==> config.mk <==
export PLATFORM = sky130hd
export DESIGN_NAME = sram_ctrl
export DESIGN_NICKNAME = d
export VERILOG_FILES = /design/src/rtl/sram_ctrl.sv
export SDC_FILE = /design/constraint.sdc
export NUM_CORES = 1
export LEC_CHECK = 0
export CORE_ASPECT_RATIO = 1.25
export CORE_MARGIN = 5
export CORE_UTILIZATION = 35
export DETAILED_ROUTE_END_ITERATION = 7
export PLACE_DENSITY = 0.66
export SLEW_MARGIN = 25
export SYNTH_ARGS = -nofsm -noshare
export SYNTH_HDL_FRONTEND = slang
export SYNTH_SLANG_ARGS = --single-unit
==> constraint.sdc <==
create_clock -name clk -period 2.55 [get_ports clk]
set_input_delay 0.6375 -clock clk [delete_from_list [all_inputs] [get_ports clk]]
set_output_delay 0.6375 -clock clk [all_outputs]
set_load 0.005 [all_outputs]
==> src/rtl/sram_ctrl.sv <==
// sram_ctrl: wait-state controller for the asynchronous 16-bit board SRAM.
// Define SRAM_CTRL_RDBUF_EN to add a one-entry read buffer.
module sram_ctrl #(
   parameter int RD_WAIT = 1,
   parameter int WR_WAIT = 1
) (
   input  logic        clk,
   input  logic        nreset,
   input  logic        sel,
   input  logic [15:0] addr,
   input  logic [2:0]  bank,
   input  logic        r,
   input  logic [1:0]  w,
   input  logic [15:0] wdata,
   output logic [15:0] rdata,
   output logic        ack,
   output logic        busy,
   output logic [17:0] sram_addr,
   input  logic [15:0] sram_dq_i,
   output logic [15:0] sram_dq_o,
   output logic        sram_dq_oe,
   output logic        sram_ce_n,
   output logic        sram_oe_n,
   output logic        sram_we_n,
   output logic        sram_ub_n,
   output logic        sram_lb_n
);

   typedef enum logic [2:0] {
      IDLE,
      RD,
      WR_SETUP,
      WR_PULSE,
      WR_HOLD,
      DONE
   } state_t;

   state_t      state_q, state_d;
   logic [3:0]  cnt_q, cnt_d;
   logic        ce_n_q, ce_n_d;
   logic        oe_n_q, oe_n_d;
   logic        we_n_q, we_n_d;
   logic        ub_n_q, ub_n_d;
   logic        lb_n_q, lb_n_d;
   logic        dq_oe_q, dq_oe_d;
   logic [15:0] dq_o_q, dq_o_d;
   logic [17:0] addr_q, addr_d;
   logic [15:0] rdata_q, rdata_d;
   logic        ack_q, ack_d;

   logic        req_wr;
   logic        req_rd;
   logic [17:0] req_tag;
   logic        buf_hit;
   logic        addr_unused;

   // Write wins when both r and w are presented.
   assign req_wr      = sel & (|w);
   assign req_rd      = sel & r & ~(|w);
   assign req_tag     = {bank, addr[15:1]};
   assign addr_unused = addr[0];

`ifdef SRAM_CTRL_RDBUF_EN
   logic        buf_vld_q, buf_vld_d;
   logic [17:0] buf_tag_q, buf_tag_d;
   logic [15:0] buf_dat_q, buf_dat_d;

   assign buf_hit = buf_vld_q & (buf_tag_q == req_tag);
`else
   assign buf_hit = 1'b0;
`endif

   always_comb begin
      state_d = state_q;
      cnt_d   = cnt_q;
      ce_n_d  = ce_n_q;
      oe_n_d  = oe_n_q;
      we_n_d  = we_n_q;
      ub_n_d  = ub_n_q;
      lb_n_d  = lb_n_q;
      dq_oe_d = dq_oe_q;
      dq_o_d  = dq_o_q;
      addr_d  = addr_q;
      rdata_d = rdata_q;
      ack_d   = 1'b0;
`ifdef SRAM_CTRL_RDBUF_EN
      buf_vld_d = buf_vld_q;
      buf_tag_d = buf_tag_q;
      buf_dat_d = buf_dat_q;
`endif
      unique case (state_q)
         IDLE: begin
            if (req_wr) begin
               addr_d  = req_tag;
               dq_o_d  = wdata;
               dq_oe_d = 1'b1;
               ce_n_d  = 1'b0;
               ub_n_d  = ~w[1];
               lb_n_d  = ~w[0];
               state_d = WR_SETUP;
`ifdef SRAM_CTRL_RDBUF_EN
               if (buf_hit) begin
                  if (w[1]) buf_dat_d[15:8] = wdata[15:8];
                  if (w[0]) buf_dat_d[7:0]  = wdata[7:0];
               end
`endif
            end else if (req_rd && buf_hit) begin
`ifdef SRAM_CTRL_RDBUF_EN
               rdata_d = buf_dat_q;
`endif
               state_d = DONE;
            end else if (req_rd) begin
               addr_d  = req_tag;
               ce_n_d  = 1'b0;
               oe_n_d  = 1'b0;
               ub_n_d  = 1'b0;
               lb_n_d  = 1'b0;
               cnt_d   = 4'(RD_WAIT);
               state_d = RD;
            end
         end
         RD: begin
            if (cnt_q != 4'd0) begin
               cnt_d = cnt_q - 4'd1;
            end else begin
               rdata_d = sram_dq_i;
               ce_n_d  = 1'b1;
               oe_n_d  = 1'b1;
               ub_n_d  = 1'b1;
               lb_n_d  = 1'b1;
               state_d = DONE;
`ifdef SRAM_CTRL_RDBUF_EN
               buf_vld_d = 1'b1;
               buf_tag_d = addr_q;
               buf_dat_d = sram_dq_i;
`endif
            end
         end
         WR_SETUP: begin
            we_n_d  = 1'b0;
            cnt_d   = 4'(WR_WAIT);
            state_d = WR_PULSE;
         end
         WR_PULSE: begin
            if (cnt_q != 4'd0) begin
               cnt_d = cnt_q - 4'd1;
            end else begin
               we_n_d  = 1'b1;
               state_d = WR_HOLD;
            end
         end
         WR_HOLD: begin
            ce_n_d  = 1'b1;
            ub_n_d  = 1'b1;
            lb_n_d  = 1'b1;
            dq_oe_d = 1'b0;
            state_d = DONE;
         end
         DONE: begin
            ack_d   = 1'b1;
            state_d = IDLE;
         end
         default: state_d = IDLE;
      endcase
   end

   always_ff @(posedge clk or negedge nreset) begin
      if (!nreset) begin
         state_q <= IDLE;
         cnt_q   <= 4'd0;
         ce_n_q  <= 1'b1;
         oe_n_q  <= 1'b1;
         we_n_q  <= 1'b1;
         ub_n_q  <= 1'b1;
         lb_n_q  <= 1'b1;
         dq_oe_q <= 1'b0;
         dq_o_q  <= 16'h0000;
         addr_q  <= 18'h00000;
         rdata_q <= 16'h0000;
         ack_q   <= 1'b0;
      end else begin
         state_q <= state_d;
         cnt_q   <= cnt_d;
         ce_n_q  <= ce_n_d;
         oe_n_q  <= oe_n_d;
         we_n_q  <= we_n_d;
         ub_n_q  <= ub_n_d;
         lb_n_q  <= lb_n_d;
         dq_oe_q <= dq_oe_d;
         dq_o_q  <= dq_o_d;
         addr_q  <= addr_d;
         rdata_q <= rdata_d;
         ack_q   <= ack_d;
      end
   end

`ifdef SRAM_CTRL_RDBUF_EN
   always_ff @(posedge clk or negedge nreset) begin
      if (!nreset) begin
         buf_vld_q <= 1'b0;
         buf_tag_q <= 18'h00000;
         buf_dat_q <= 16'h0000;
      end else begin
         buf_vld_q <= buf_vld_d;
         buf_tag_q <= buf_tag_d;
         buf_dat_q <= buf_dat_d;
      end
   end
`endif

   assign rdata      = rdata_q;
   assign ack        = ack_q;
   assign busy       = (state_q != IDLE);
   assign sram_addr  = addr_q;
   assign sram_dq_o  = dq_o_q;
   assign sram_dq_oe = dq_oe_q;
   assign sram_ce_n  = ce_n_q;
   assign sram_oe_n  = oe_n_q;
   assign sram_we_n  = we_n_q;
   assign sram_ub_n  = ub_n_q;
   assign sram_lb_n  = lb_n_q;

endmodule

Yosys cells after proc, flatten, opt, wreduce, memory -nomap -nowiden
Cells that the tools add are included.
Cells by class
  muxes and demuxes: 25
  add/subtract/negate cells: 1
  reduce and logical (&&, ||, !) cells: 20
  order comparisons: 0
  shifts and indexed selects: 0
  multipliers: 0
  equal/unequal tests: 12
  bitwise gates (word level): 7
  divide/modulo/power cells: 0
Operators with widths (number)
  18-bit 2-to-1 mux: 2
  3-bit case mux with 5 select lines: 1
  3-bit 2-to-1 mux: 4
  4-bit 2-to-1 mux: 3
  4-bit case mux with 3 select lines: 1
  2-bit inequality test (second input constant): 5
  2-bit AND reduction: 5
  1-bit case mux with 3 select lines: 3
  3-bit nonzero test: 3
  1-bit 2-to-1 mux: 8
  4-bit AND reduction: 2
  2-bit nonzero test: 4
  3-bit by 2-bit equality test with 1-bit output (second input constant): 2
  3-bit equality test (second input constant): 2
  1-bit case mux with 2 select lines: 3
  3-bit AND reduction: 2
  1-bit inverter: 4
  4-bit nonzero test: 1
  2-bit OR reduction: 2
  4-bit by 1-bit subtractor with 4-bit output (second input constant): 1
  1-bit AND: 3
  3-bit by 1-bit equality test with 1-bit output (second input constant): 1
  3-bit zero test: 1
  3-bit inequality test (second input constant): 1
  2-bit by 1-bit inequality test with 1-bit output (second input constant): 1
Storage, ports and cells
  bits in latches: 0
  ROM bits: 0
  register bits: 64
  output and inout bits: 58
  bits of input ports: 57
  RAM bits: 0
  logic and storage cells: 77
  memories kept: 0

Logic depth before layout (Yosys ltp)
Gate-level depths: netlist of run 1.
  depth in word-level cells: 6
  depth in mapped cells: 7

Least setup slack after synthesis of run 1
No wires, ideal clock.
  path type: register -> register
  from: register cnt_q[0]
  to: register rdata_q[10], in the netlist rdata[10]
  setup slack: 0.413 ns
  data arrival time: 2.012 ns
  period minus slack after synthesis: 2.137 ns
  library setup time: 0.125 ns
  cell stages (with the launch flop): 8
  buffers on the path: 2
  data required time: 2.425 ns
  path through: dfrtp_1 > inv_1 > ha_1 > or4b_4 > or3_1 > buf_6 > buf_12 > mux2_4
Between the ends
  word-level cells in the longest chain between the ends: 3
RTL lines
  from (decl): line 39  | logic [3:0] cnt_q, cnt_d;
  from (signal assigned): line 183  | cnt_q <= cnt_d;
  4-bit nonzero test: line 123  | if (cnt_q != 4'd0) begin
  1-bit inverter (no line)
  2-bit AND reduction (no line)
  to (signal assigned): line 192  | rdata_q <= rdata_d;
  to (decl): line 48  | logic [15:0] rdata_q, rdata_d;
Every way passes these cells.
A chain may end at the register's enable or synchronous reset.

Worst setup path after layout of run 1
  from: register state_q[2]
  to: output port busy
Between the ends
  word-level cells in the longest chain between the ends: 1
RTL lines
  from (decl): line 38  | state_t state_q, state_d;
  from (signal assigned): line 182  | state_q <= state_d;
  3-bit nonzero test: line 213  | assign busy = (state_q != IDLE);
  to (decl): line 17  | output logic busy,
Every way passes these cells.

==> parameters.txt, run 1 <==
Parameter                              Value

Run status
  Result of the run ... finished, final reports clean

Synthesis
  Net count after synthesis ... between 200 and 250
  Number of distinct library cells after synthesis ... 35
  Dominant cells by area after synthesis ... sky130_fd_sc_hd__dfrtp_1 (56%), sky130_fd_sc_hd__mux2_2 (18%), sky130_fd_sc_hd__mux2_4 (5.1%), sky130_fd_sc_hd__dfstp_2 (5.0%), sky130_fd_sc_hd__a21oi_1 (1.3%)
  Post-Synthesis Cell Area ... between 2000 and 3000 sq um
  Mean Syn Cell Area ... ~15 sq um
  Top cell type by total area after synthesis ... sky130_fd_sc_hd__dfrtp_1
  Warnings, synthesis ... 0
  Sequential share of the synthesized area ... 61.0%
  Top-area cell type share of the netlist area ... a little under three fifths
  Number of standard cells after synthesis ... ~180
  Flip-flop and latch count after synthesis ... 64

Routing
  Wire length on met3 ... ~420 microns
  Highest routed layer ... met4
  Total vias in the final route ... roughly 1900
  Number of DRC markers after the initial detailed-route iteration ... slightly above 60
  Total wire length ... between 6000 and 7000 microns
  Count of antenna-violating nets left after detailed routing ... 0
  First-pass DRT Iterations ... 4
  Wirelength per Cell ... 15.6 microns
  Post-route DRC violation count ... 0
  Ratio of routed vias to standard cells ... roughly 4.7
  Met2 WL ... about 3200 microns
  Routed metal-1 wire length ... between 2000 and 3000 microns

CTS
  Total number of H-tree levels ... 3
  TritonCTS sink count ... 64
  Clock Tree Buf Depth ... 2
  Count of hold-fix buffers inserted at cts ... 0
  # Post-CTS Setup Buffers ... 0
  Cell chosen for the clock root ... sky130_fd_sc_hd__clkbuf_8
  Total clock buffers created by CTS ... 9
  Resized Gates After CTS ... 0
  CTS tree ... yes
  Clock transition at the registers of the reported paths ... 80 ps
  Clock latency of the later-clocked register in the worst-skew pair ... 330 ps

Timing
  Slew at the pin closest to its max-slew limit ... 440 ps
  Setup repair after global routing missed its margin ... false
  Worst-case headroom to the max-slew limit ... between 70% and 80%
  Number of hold violations in the final report ... 0
  Time the worst path needs with I/O delays and setup ... approximately 2400 ps
  Number of setup violations in the final report ... 0
  Fin worst setup slack ... 146 ps
  Maximum clock rate ... between 0.4 and 0.5 GHz
  Setup_tns ... 0 ps
  Clock tree skew after final layout ... approximately 8.2 ps
  Number of max-slew violations in the final report ... 0
  Portion of the clock cycle consumed by the worst path in the final layout ... 94.3%

Cells and area
  N_diodes ... 0
  Final non-filler cell area ... between 4000 and 5000 sq um
  Final design utilization ... 55.4%
  Number of nets in the layout ... around 360
  Post-layout instance count excluding filler cells ... slightly below 400
  Share of layout cells above drive strength 1 ... approximately a quarter
  Area overhead of the layout relative to synthesis ... 54.6%

Critical path
  Critical Path Start Type ... flip-flop
  Maximum fanout encountered on the critical timing path ... 14
  Class of the most critical setup path ... flip-flop to output pin
  Depth of the worst register-to-register path ... 6
  Data required time at the worst endpoint ... approximately 1900 ps
  Element type at the critical path end ... output pin
  Data arrival time of the worst path ... between 1500 and 2000 ps
  Reg2reg setup slack ... around 350 ps
  FF-to-FF Start ... cnt_q[0]
  R2R Path End ... rdata[8]

Flow run
  Max capacitance violation total ... 0

GRT
  Pin count of the biggest net entering global routing ... 52
  Via count of the first global-routing pass ... ~2000
  Initial antenna violation count ... 0
  GRT Overall Usage ... about 14%
  Wire length of the first global-routing pass ... between 9000 and 10000 microns
  Global route overflow ... 0

Die
  Die X ... 87.6 microns
  IO Pins ... 115
  Die Y ... between 100 and 150 microns
  Floorplan row count ... 35
  DIE AREA ... ~9400 sq um
  Placeable core region ... about 7400 sq um
  Initial core utilization ... about 36%

Power and ir drop
  LEAKAGE ... 1.71 nW
  Power density over cell area ... 1170 nW/um^2
  VDD IR max ... slightly above 0.6 mV

Place
  Placement Cell Area ... slightly below 4000 sq um
  Number of cells after detailed placement ... 382
  Setup WS pre-CTS ... 209 ps
  Routability congestion estimate from global placement ... 0.765
  Count of buffers from port buffering ... 113
  Post-DP HPWL ... about 4600 microns

Hold path
  Worst min-delay path class ... primary input to asynchronous set/reset pin
registers in the layout, indices dropped and copies added (netlist names):
signal,count
sram_ce_n,1
sram_addr,18
cnt_q,4
ack,1
sram_dq_o,16
state_q,3
sram_we_n,1
sram_oe_n,1
sram_lb_n,1
sram_dq_oe,1
sram_ub_n,1
rdata,16
metal layers:
| metal | track usage (%) | vias up |
|---|---|---|
| met5 | 0 | - |
| met4 | 4.28 | 0 |
| met3 | 3.69 | 5 |
| met2 | 22.8 | 62 |
| met1 | 16.8 | 902 |
| li1 | - | 887 |
critical path, stage by stage, from the launching register on:
cell	delay [ps]
sky130_fd_sc_hd__dfrtp_1	540
sky130_fd_sc_hd__nor3_1	300
sky130_fd_sc_hd__inv_1	120
sky130_fd_sc_hd__clkdlybuf4s50_1	480
cells by family (layout without fill, tap and decap cells):
logic type               Yosys count  in the layout  share of synthesized area (%)
flip-flops                        64             64                           61.0
multiplexers                      53             53                           23.8
AND/OR/NAND/NOR                   24             24                           5.84
AO/OA/AOI/OAI                     22             22                           5.41
buffers and inverters             17            142                           3.51
adder cells (fa/ha/maj)            1              1                          0.475
placed cells by master (no fill, tap or decap), types with 2 or more instances in the layout:
master / synthesis / final
sky130_fd_sc_hd__clkdlybuf4s50_1: 0 / 112
sky130_fd_sc_hd__dfrtp_1: 59 / 59
sky130_fd_sc_hd__mux2_2: 41 / 41
sky130_fd_sc_hd__clkbuf_8: 0 / 10
sky130_fd_sc_hd__mux2_4: 9 / 9
sky130_fd_sc_hd__inv_1: 7 / 7
sky130_fd_sc_hd__a21oi_1: 7 / 7
sky130_fd_sc_hd__dfstp_2: 5 / 5
sky130_fd_sc_hd__nand2_1: 4 / 4
sky130_fd_sc_hd__nor3_1: 3 / 3
sky130_fd_sc_hd__o21ai_0: 3 / 3
sky130_fd_sc_hd__nor2_1: 3 / 3
sky130_fd_sc_hd__o22ai_1: 3 / 3
sky130_fd_sc_hd__a2bb2oi_1: 3 / 3
sky130_fd_sc_hd__mux2i_1: 3 / 3
sky130_fd_sc_hd__clkinvlp_4: 0 / 3
sky130_fd_sc_hd__buf_4: 0 / 3
sky130_fd_sc_hd__buf_12: 1 / 3
sky130_fd_sc_hd__nor3b_1: 2 / 2
sky130_fd_sc_hd__o31ai_1: 2 / 2
sky130_fd_sc_hd__nand3b_1: 2 / 2
sky130_fd_sc_hd__clkinv_4: 0 / 2
synthesized netlist by cell type (all sizes together):
cell type	instances
nor2	3
nor2b	1
or3b	1
or4b	1
dfstp	5
nand3	1
and4bb	1
o22ai	3
nand2	4
a21oi	7
o21ai	3
or3	1
dfrtp	59
and2	1
clkbuf	4
a221oi	1
nor3	3
a2bb2oi	3
ha	1
o22a	1
mux2i	3
o31ai	2
nand2b	1
o21a	1
buf	6
nand4bb	1
and3	1
a211oi	1
mux2	50
inv	7
nor3b	2
nand3b	2
report_power, final:
group	total, mW	internal, mW	leakage (nW)	switching (mW)
logic	2.15	1.48	0.867	0.668
registers	1.85	1.54	0.757	0.311
clock network	0.779	0.380	0.0845	0.399
cell type report:
type                            instances  area (sq um)
Clock buffer                           10           138
Clock inverter                          6          45.0
Fill cell                             632          3280
Inverter                                7          26.3
Multi-Input combinational cell        100           936
Sequential cell                        64          1610
Tap cell                               92           115
Timing Repair Buffer                  119          1210
worst max path at each step:
stage,start,endpoint,slack (ps)
final,state_q[2],busy,150
after detailed placement,sel,sram_addr[2],210
after global placement,w[1],sram_addr[11],240
after global routing,state_q[2],busy,20
after floorplan,cnt_q[0],rdata[10],410
after CTS,state_q[2],busy,120
per-stage QoR:
| step | power (mW) | hold slack, ps |
|---|---|---|
| after floorplan | 2.83 | 342 |
| final | 4.78 | 199 |
| after CTS | 4.89 | 194 |
| after global routing | 5.14 | 205 |
| after detailed placement | 4.07 | 490 |
| after global placement | 4.00 | 467 |
(Power assumes the default switching activity.)
==> run 2: changes to the inputs <==
--- a/config.mk
+++ b/config.mk
@@ -8,6 +8,7 @@
 export CORE_ASPECT_RATIO = 1.25
 export CORE_MARGIN = 5
 export CORE_UTILIZATION = 35
+export CTS_CLUSTER_SIZE = 40
 export DETAILED_ROUTE_END_ITERATION = 7
 export PLACE_DENSITY = 0.66
 export SLEW_MARGIN = 25
==> constraint.sdc (replaced) <==
create_clock -name clk -period 2.4 [get_ports clk]
set_input_delay 0.6 -clock clk [delete_from_list [all_inputs] [get_ports clk]]
set_output_delay 0.6 -clock clk [all_outputs]
set_load 0.1 [all_outputs]
==> parameters.txt, run 2 (same netlist as run 1, synthesis figures left out) <==
Parameter                              Value

Timing
  Number of setup violations in the final report ... 0 (unchanged)
  Setup repair after global routing missed its margin ... false (unchanged)
  Setup_tns ... 0 ps (unchanged)
  Clock tree skew after final layout ... 6.13 ps (was 8.20 ps)
  Number of max-slew violations in the final report ... 0 (unchanged)
  Number of hold violations in the final report ... 0 (unchanged)
  Time the worst path needs with I/O delays and setup ... roughly 2200 ps
  Portion of the clock cycle consumed by the worst path in the final layout ... about 91%
  Worst-case headroom to the max-slew limit ... 74.2% (was 70.7%)
  Slew at the pin closest to its max-slew limit ... 386 ps (was 440 ps)
  Maximum clock rate ... 0.457 GHz

Critical path
  Maximum fanout encountered on the critical timing path ... 10 (was 14)
  R2R Path End ... rdata[10] (was rdata[8])
  Slowest cell on crit path ... sky130_fd_sc_hd__or4b_4 (was sky130_fd_sc_hd__dfrtp_1)
  Element type at the critical path end ... flip-flop (was output pin)
  Data arrival time of the worst path ... 2400 ps (was 1770 ps)
  Data required time at the worst endpoint ... 2610 ps (was 1910 ps)
  Largest delay contributor family on the critical path ... simple AND/OR/NAND/NOR gates (was buffers and inverters)
  FF-to-FF Start ... cnt_q[0] (unchanged)
  Reg2reg setup slack ... 210 ps (was 350 ps)
  Critical path buffer and inverter count ... 2 (unchanged)
  Cell-by-cell listing of the critical path ... inv_1, ha_1, or4b_4, or3_1, buf_4, mux2_4 (was nor3_1, inv_1, clkdlybuf4s50_1)
  Depth of the worst register-to-register path ... 6 (unchanged)
  Critical Path Start Type ... flip-flop (unchanged)
  Max stage delay on crit path ... 490 ps (was 540 ps)
  Class of the most critical setup path ... flip-flop to flip-flop (was flip-flop to output pin)

GRT
  Wire length of the first global-routing pass ... 9560 microns (was 9890 microns)
  Initial antenna violation count ... 0 (unchanged)
  Global route overflow ... 0 (unchanged)
  Via count of the first global-routing pass ... 1927 (was 1992)
  Pin count of the biggest net entering global routing ... 65 (was 52)
  GRT Overall Usage ... 13.2% (was 13.6%)

Die
  Die Y ... 107 microns (unchanged)
  Floorplan row count ... 35 (unchanged)
  DIE AREA ... 9380 sq um (unchanged)
  IO Pins ... 115 (unchanged)
  Die X ... 87.6 microns (unchanged)
  Initial core utilization ... 35.8% (unchanged)
  Placeable core region ... 7360 sq um (unchanged)

CTS
  Clock Tree Buf Depth ... 2 (unchanged)
  TritonCTS sink count ... 64 (unchanged)
  Resized Gates After CTS ... 0 (unchanged)
  Count of hold-fix buffers inserted at cts ... 0 (unchanged)
  CTS tree ... yes (unchanged)
  Clock transition at the registers of the reported paths ... 70 ps (was 80 ps)
  Cell chosen for the clock root ... sky130_fd_sc_hd__clkbuf_8 (unchanged)
  Total number of H-tree levels ... 3 (unchanged)
  Clock latency of the later-clocked register in the worst-skew pair ... 320 ps (was 330 ps)
  Total clock buffers created by CTS ... 9 (unchanged)
  # Post-CTS Setup Buffers ... 0 (unchanged)

Routing
  Number of DRC markers after the initial detailed-route iteration ... 74 (was 61)
  Count of antenna-violating nets left after detailed routing ... 0 (unchanged)
  Wirelength per Cell ... 15.3 microns (was 15.6 microns)
  First-pass DRT Iterations ... 4 (unchanged)
  Total wire length ... 6130 microns (was 6190 microns)
  Total vias in the final route ... 1847 (was 1856)
  Post-route DRC violation count ... 0 (unchanged)
  Ratio of routed vias to standard cells ... 4.62 (was 4.66)

Place
  Routability congestion estimate from global placement ... 0.735 (was 0.765)
  Post-DP HPWL ... 4550 microns (was 4630 microns)
  Count of buffers from port buffering ... 113 (unchanged)

Cells and area
  # fillers ... 676 (was 632)
  Number of flip-flops in the largest register ... 18 (unchanged)
  Share of layout cells above drive strength 1 ... 44.8% (was 26.5%)
  Area overhead of the layout relative to synthesis ... 50.4% (was 54.6%)
  Register area ... 1610 sq um (unchanged)
  N_diodes ... 0 (unchanged)
  Most common library cell in the layout ignoring fill and taps ... sky130_fd_sc_hd__buf_4 (was sky130_fd_sc_hd__clkdlybuf4s50_1)
  Area of combinational cells with multiple inputs ... 936 sq um (unchanged)
  Commonest cells after routing, fill and taps aside ... sky130_fd_sc_hd__buf_4 (63), sky130_fd_sc_hd__dfrtp_1 (59), sky130_fd_sc_hd__clkdlybuf4s50_1 (54), sky130_fd_sc_hd__mux2_2 (41), sky130_fd_sc_hd__clkbuf_8 (11) (was sky130_fd_sc_hd__clkdlybuf4s50_1 (112), sky130_fd_sc_hd__dfrtp_1 (59), sky130_fd_sc_hd__mux2_2 (41), sky130_fd_sc_hd__clkbuf_8 (10), sky130_fd_sc_hd__mux2_4 (9))
  Number of nets in the layout ... 361 (was 359)

Flow run
  Max capacitance violation total ... 0 (unchanged)

Run status
  Result of the run ... finished, final reports clean (unchanged)

Hold path
  Worst min-delay path class ... primary input to asynchronous set/reset pin (unchanged)
## run 2: cell count changes in the layout (fill, tap and decap cells not counted)
cell | previous run | this run
sky130_fd_sc_hd__clkbuf_1 | 0 | 3
sky130_fd_sc_hd__bufinv_16 | 0 | 1
sky130_fd_sc_hd__clkinvlp_4 | 3 | 1
sky130_fd_sc_hd__clkdlybuf4s50_1 | 112 | 54
sky130_fd_sc_hd__clkinv_2 | 1 | 0
sky130_fd_sc_hd__buf_4 | 3 | 63
sky130_fd_sc_hd__clkinv_4 | 2 | 0
sky130_fd_sc_hd__clkbuf_8 | 10 | 11
## run 2: layer usage
| metal | share of wire, % | global-route usage [%] | wire (microns) |
|---|---|---|---|
| met4 | 1.1 | 4.28 | 70 |
| met1 | 41 | 15.9 | 2500 |
| met3 | 6.1 | 4.38 | 371 |
| met2 | 52 | 22.0 | 3180 |
| met5 | 0 | 0 | 0 |
## run 2: stage by stage
| stage | instances | area, sq um | hold WS (ps) | util (%) | setup WS (ps) |
|---|---|---|---|---|---|
| CTS | 400 | 3960 | 280 | 53.9 | 203 |
| floorplan | 181 | 2640 | 304 | - | 124 |
| global placement | 384 | 3760 | 467 | 51.2 | 221 |
| finish | 400 | 3960 | 278 | 53.9 | 211 |
| global route | 400 | 3960 | 302 | 53.9 | 94.1 |
| detailed placement | 384 | 3760 | 477 | 51.2 | 222 |
## run 2: worst max path at each step
stage,startpoint,endpoint,slack (ps),cells past startpoint
floorplan,state_q[0],sram_addr[0],120,6
global placement,cnt_q[0],rdata[9],220,6
detailed placement,sel,sram_dq_o[11],220,5
CTS,cnt_q[0],rdata[10],200,6
global route,cnt_q[0],rdata[12],90,6
finish,cnt_q[0],rdata[10],210,6
## run 2: cell type report
type                            count  share of cell area, %
Sequential cell                    64                   40.6
Timing Repair Buffer              121                   27.2
Multi-Input combinational cell    100                   23.6
Clock buffer                       14                   4.10
Tap cell                           92                   2.90
Clock inverter                      2                  0.947
Inverter                            7                  0.663
Power of run 2 is left out: the tool's default activity adds up to more than one toggle a clock period on the data nets, which glitch-free logic cannot reach.
==> run 3: changes to the inputs <==
--- a/config.mk
+++ b/config.mk
@@ -5,12 +5,12 @@
 export SDC_FILE = /design/constraint.sdc
 export NUM_CORES = 1
 export LEC_CHECK = 0
-export CORE_ASPECT_RATIO = 1.25
+export CORE_ASPECT_RATIO = 1.5
 export CORE_MARGIN = 5
-export CORE_UTILIZATION = 35
+export CORE_UTILIZATION = 42
 export CTS_CLUSTER_SIZE = 40
 export DETAILED_ROUTE_END_ITERATION = 7
-export PLACE_DENSITY = 0.66
+export PLACE_DENSITY = 0.77
 export SLEW_MARGIN = 25
 export SYNTH_ARGS = -nofsm -noshare
 export SYNTH_HDL_FRONTEND = slang
==> parameters.txt, run 3 (same netlist as run 1, synthesis figures left out) <==
Parameter                              Value

Run status
  Result of the run ... finished, final reports clean (unchanged)

Timing
  Worst-case headroom to the max-slew limit ... 73.1% (was 74.2%)
  Setup_tns ... 0 ps (unchanged)
  Maximum clock rate ... 0.452 GHz (was 0.457 GHz)
  Clock tree skew after final layout ... 7.94 ps (was 6.13 ps)
  Number of max-slew violations in the final report ... 0 (unchanged)
  Time the worst path needs with I/O delays and setup ... 2210 ps (was 2190 ps)
  Slew at the pin closest to its max-slew limit ... 404 ps (was 386 ps)
  Number of setup violations in the final report ... 0 (unchanged)
  Portion of the clock cycle consumed by the worst path in the final layout ... 92.2% (was 91.2%)
  Setup repair after global routing missed its margin ... false (unchanged)
  Number of hold violations in the final report ... 0 (unchanged)

Die
  Initial core utilization ... 43.0% (was 35.8%)
  Floorplan row count ... 35 (unchanged)
  Die Y ... 107 microns (unchanged)
  Placeable core region ... 6130 sq um (was 7360 sq um)
  IO Pins ... 115 (unchanged)
  Die X ... 74.7 microns (was 87.6 microns)
  DIE AREA ... 7990 sq um (was 9380 sq um)

Routing
  Number of DRC markers after the initial detailed-route iteration ... 75 (was 74)
  First-pass DRT Iterations ... 4 (unchanged)
  Total vias in the final route ... 1897 (was 1847)
  Wirelength per Cell ... 15.9 microns (was 15.3 microns)
  Count of antenna-violating nets left after detailed routing ... 0 (unchanged)
  Total wire length ... 6080 microns (was 6130 microns)
  Post-route DRC violation count ... 0 (unchanged)
  Ratio of routed vias to standard cells ... 4.97 (was 4.62)

Flow run
  Max capacitance violation total ... 0 (unchanged)

Critical path
  Data required time at the worst endpoint ... 2610 ps (about the same)
  R2R Path End ... rdata[8] (was rdata[10])
  Total number of cells along the worst setup path ... 6 (unchanged)
  Max stage delay on crit path ... 500 ps (was 490 ps)
  Depth of the worst register-to-register path ... 6 (unchanged)
  Slowest cell on crit path ... sky130_fd_sc_hd__or4b_4 (unchanged)
  Cell-by-cell listing of the critical path ... inv_1, ha_1, or4b_4, or3_1, buf_4, mux2_4 (unchanged)
  Startpoint of the most critical setup path ... cnt_q[0] (unchanged)
  Largest delay contributor family on the critical path ... simple AND/OR/NAND/NOR gates (unchanged)
  Critical Path Start Type ... flip-flop (unchanged)
  FF-to-FF Start ... cnt_q[0] (unchanged)
  Reg2reg setup slack ... 190 ps (was 210 ps)
  Maximum fanout encountered on the critical timing path ... 10 (unchanged)
  Class of the most critical setup path ... flip-flop to flip-flop (unchanged)
  Element type at the critical path end ... flip-flop (unchanged)
  Data arrival time of the worst path ... 2420 ps (was 2400 ps)
  Critical path buffer and inverter count ... 2 (unchanged)

CTS
  Clock latency of the later-clocked register in the worst-skew pair ... 330 ps (was 320 ps)
  Clock transition at the registers of the reported paths ... 60 ps (was 70 ps)
  TritonCTS sink count ... 64 (unchanged)
  Clock Tree Buf Depth ... 2 (unchanged)
  Total clock buffers created by CTS ... 9 (unchanged)
  Cell chosen for the clock root ... sky130_fd_sc_hd__clkbuf_8 (unchanged)
  # Post-CTS Setup Buffers ... 0 (unchanged)
  Resized Gates After CTS ... 0 (unchanged)
  CTS tree ... yes (unchanged)
  Total number of H-tree levels ... 3 (unchanged)
  Count of hold-fix buffers inserted at cts ... 0 (unchanged)

Cells and area
  Number of flip-flops in the largest register ... 18 (unchanged)
  Most common library cell in the layout ignoring fill and taps ... sky130_fd_sc_hd__buf_4 (unchanged)
  # fillers ... 479 (was 676)
  Number of nets in the layout ... 362 (was 361)
  N_diodes ... 0 (unchanged)
  Share of layout cells above drive strength 1 ... 45.5% (was 44.8%)
  Area overhead of the layout relative to synthesis ... 48.3% (was 50.4%)
  Final design utilization ... 63.8% (was 53.9%)
  Commonest cells after routing, fill and taps aside ... sky130_fd_sc_hd__buf_4 (65), sky130_fd_sc_hd__dfrtp_1 (59), sky130_fd_sc_hd__clkdlybuf4s50_1 (54), sky130_fd_sc_hd__mux2_2 (41), sky130_fd_sc_hd__clkbuf_8 (11) (was sky130_fd_sc_hd__buf_4 (63), sky130_fd_sc_hd__dfrtp_1 (59), sky130_fd_sc_hd__clkdlybuf4s50_1 (54), sky130_fd_sc_hd__mux2_2 (41), sky130_fd_sc_hd__clkbuf_8 (11))

GRT
  GRT Overall Usage ... 15.8% (was 13.2%)
  Via count of the first global-routing pass ... 1917 (was 1927)
  Wire length of the first global-routing pass ... 9300 microns (was 9560 microns)
  Global route overflow ... 0 (unchanged)
  Pin count of the biggest net entering global routing ... 34 (was 65)
  Initial antenna violation count ... 0 (unchanged)

Place
  Count of buffers from port buffering ... 113 (unchanged)
  Post-DP HPWL ... 4680 microns (was 4550 microns)
  Routability congestion estimate from global placement ... 0.748 (was 0.735)

Hold path
  Worst min-delay path class ... primary input to asynchronous set/reset pin (unchanged)
run 3: how the worst max path moves through the flow:
| stage | end |
|---|---|
| after global placement | rdata[11] |
| final | rdata[8] |
| after CTS | rdata[12] |
| after global routing | rdata[8] |
| after detailed placement | rdata[8] |
| after floorplan | sram_addr[0] |
run 3: worst reg2reg max path, delay by kind of cell, from the launching register on:
kind          cells  cell delay, ps
buf+inv           2             290
flops             1             420
mux               1             310
simple gates      2             850
fa+ha+maj         1             230
run 3: metrics by stage:
stage | cells | setup slack (ps) | cell area [sq um] | hold WS [ps]
2_1_floorplan | 181 | 124 | 2640 | 304
3_3_place_gp | 367 | 226 | 3740 | 395
3_5_place_dp | 367 | 190 | 3740 | 397
4_1_cts | 382 | 177 | 3910 | 42.8
5_1_grt | 382 | 87.6 | 3910 | 30.4
6_report | 382 | 186 | 3910 | 58.4
run 3: cell type report:
class	instances	area, sq um	share of cell area (%)
multi-input combinational	100	936	23.9
inverter	7	26.3	0.672
clock buffer	12	155	3.97
tap	74	92.6	2.37
sequential	64	1610	41.1
clock inverter	3	17.5	0.448
timing repair buffer	122	1070	27.5
run 3: per-layer routing:
metal	wire, microns	GRT usage, %	up-vias
li1	-	-	888
met1	2110	16.9	921
met5	0	0	-
met4	121	6.62	0
met2	3330	27.0	80
met3	526	6.19	8
Power of run 3 is left out for the same reason.
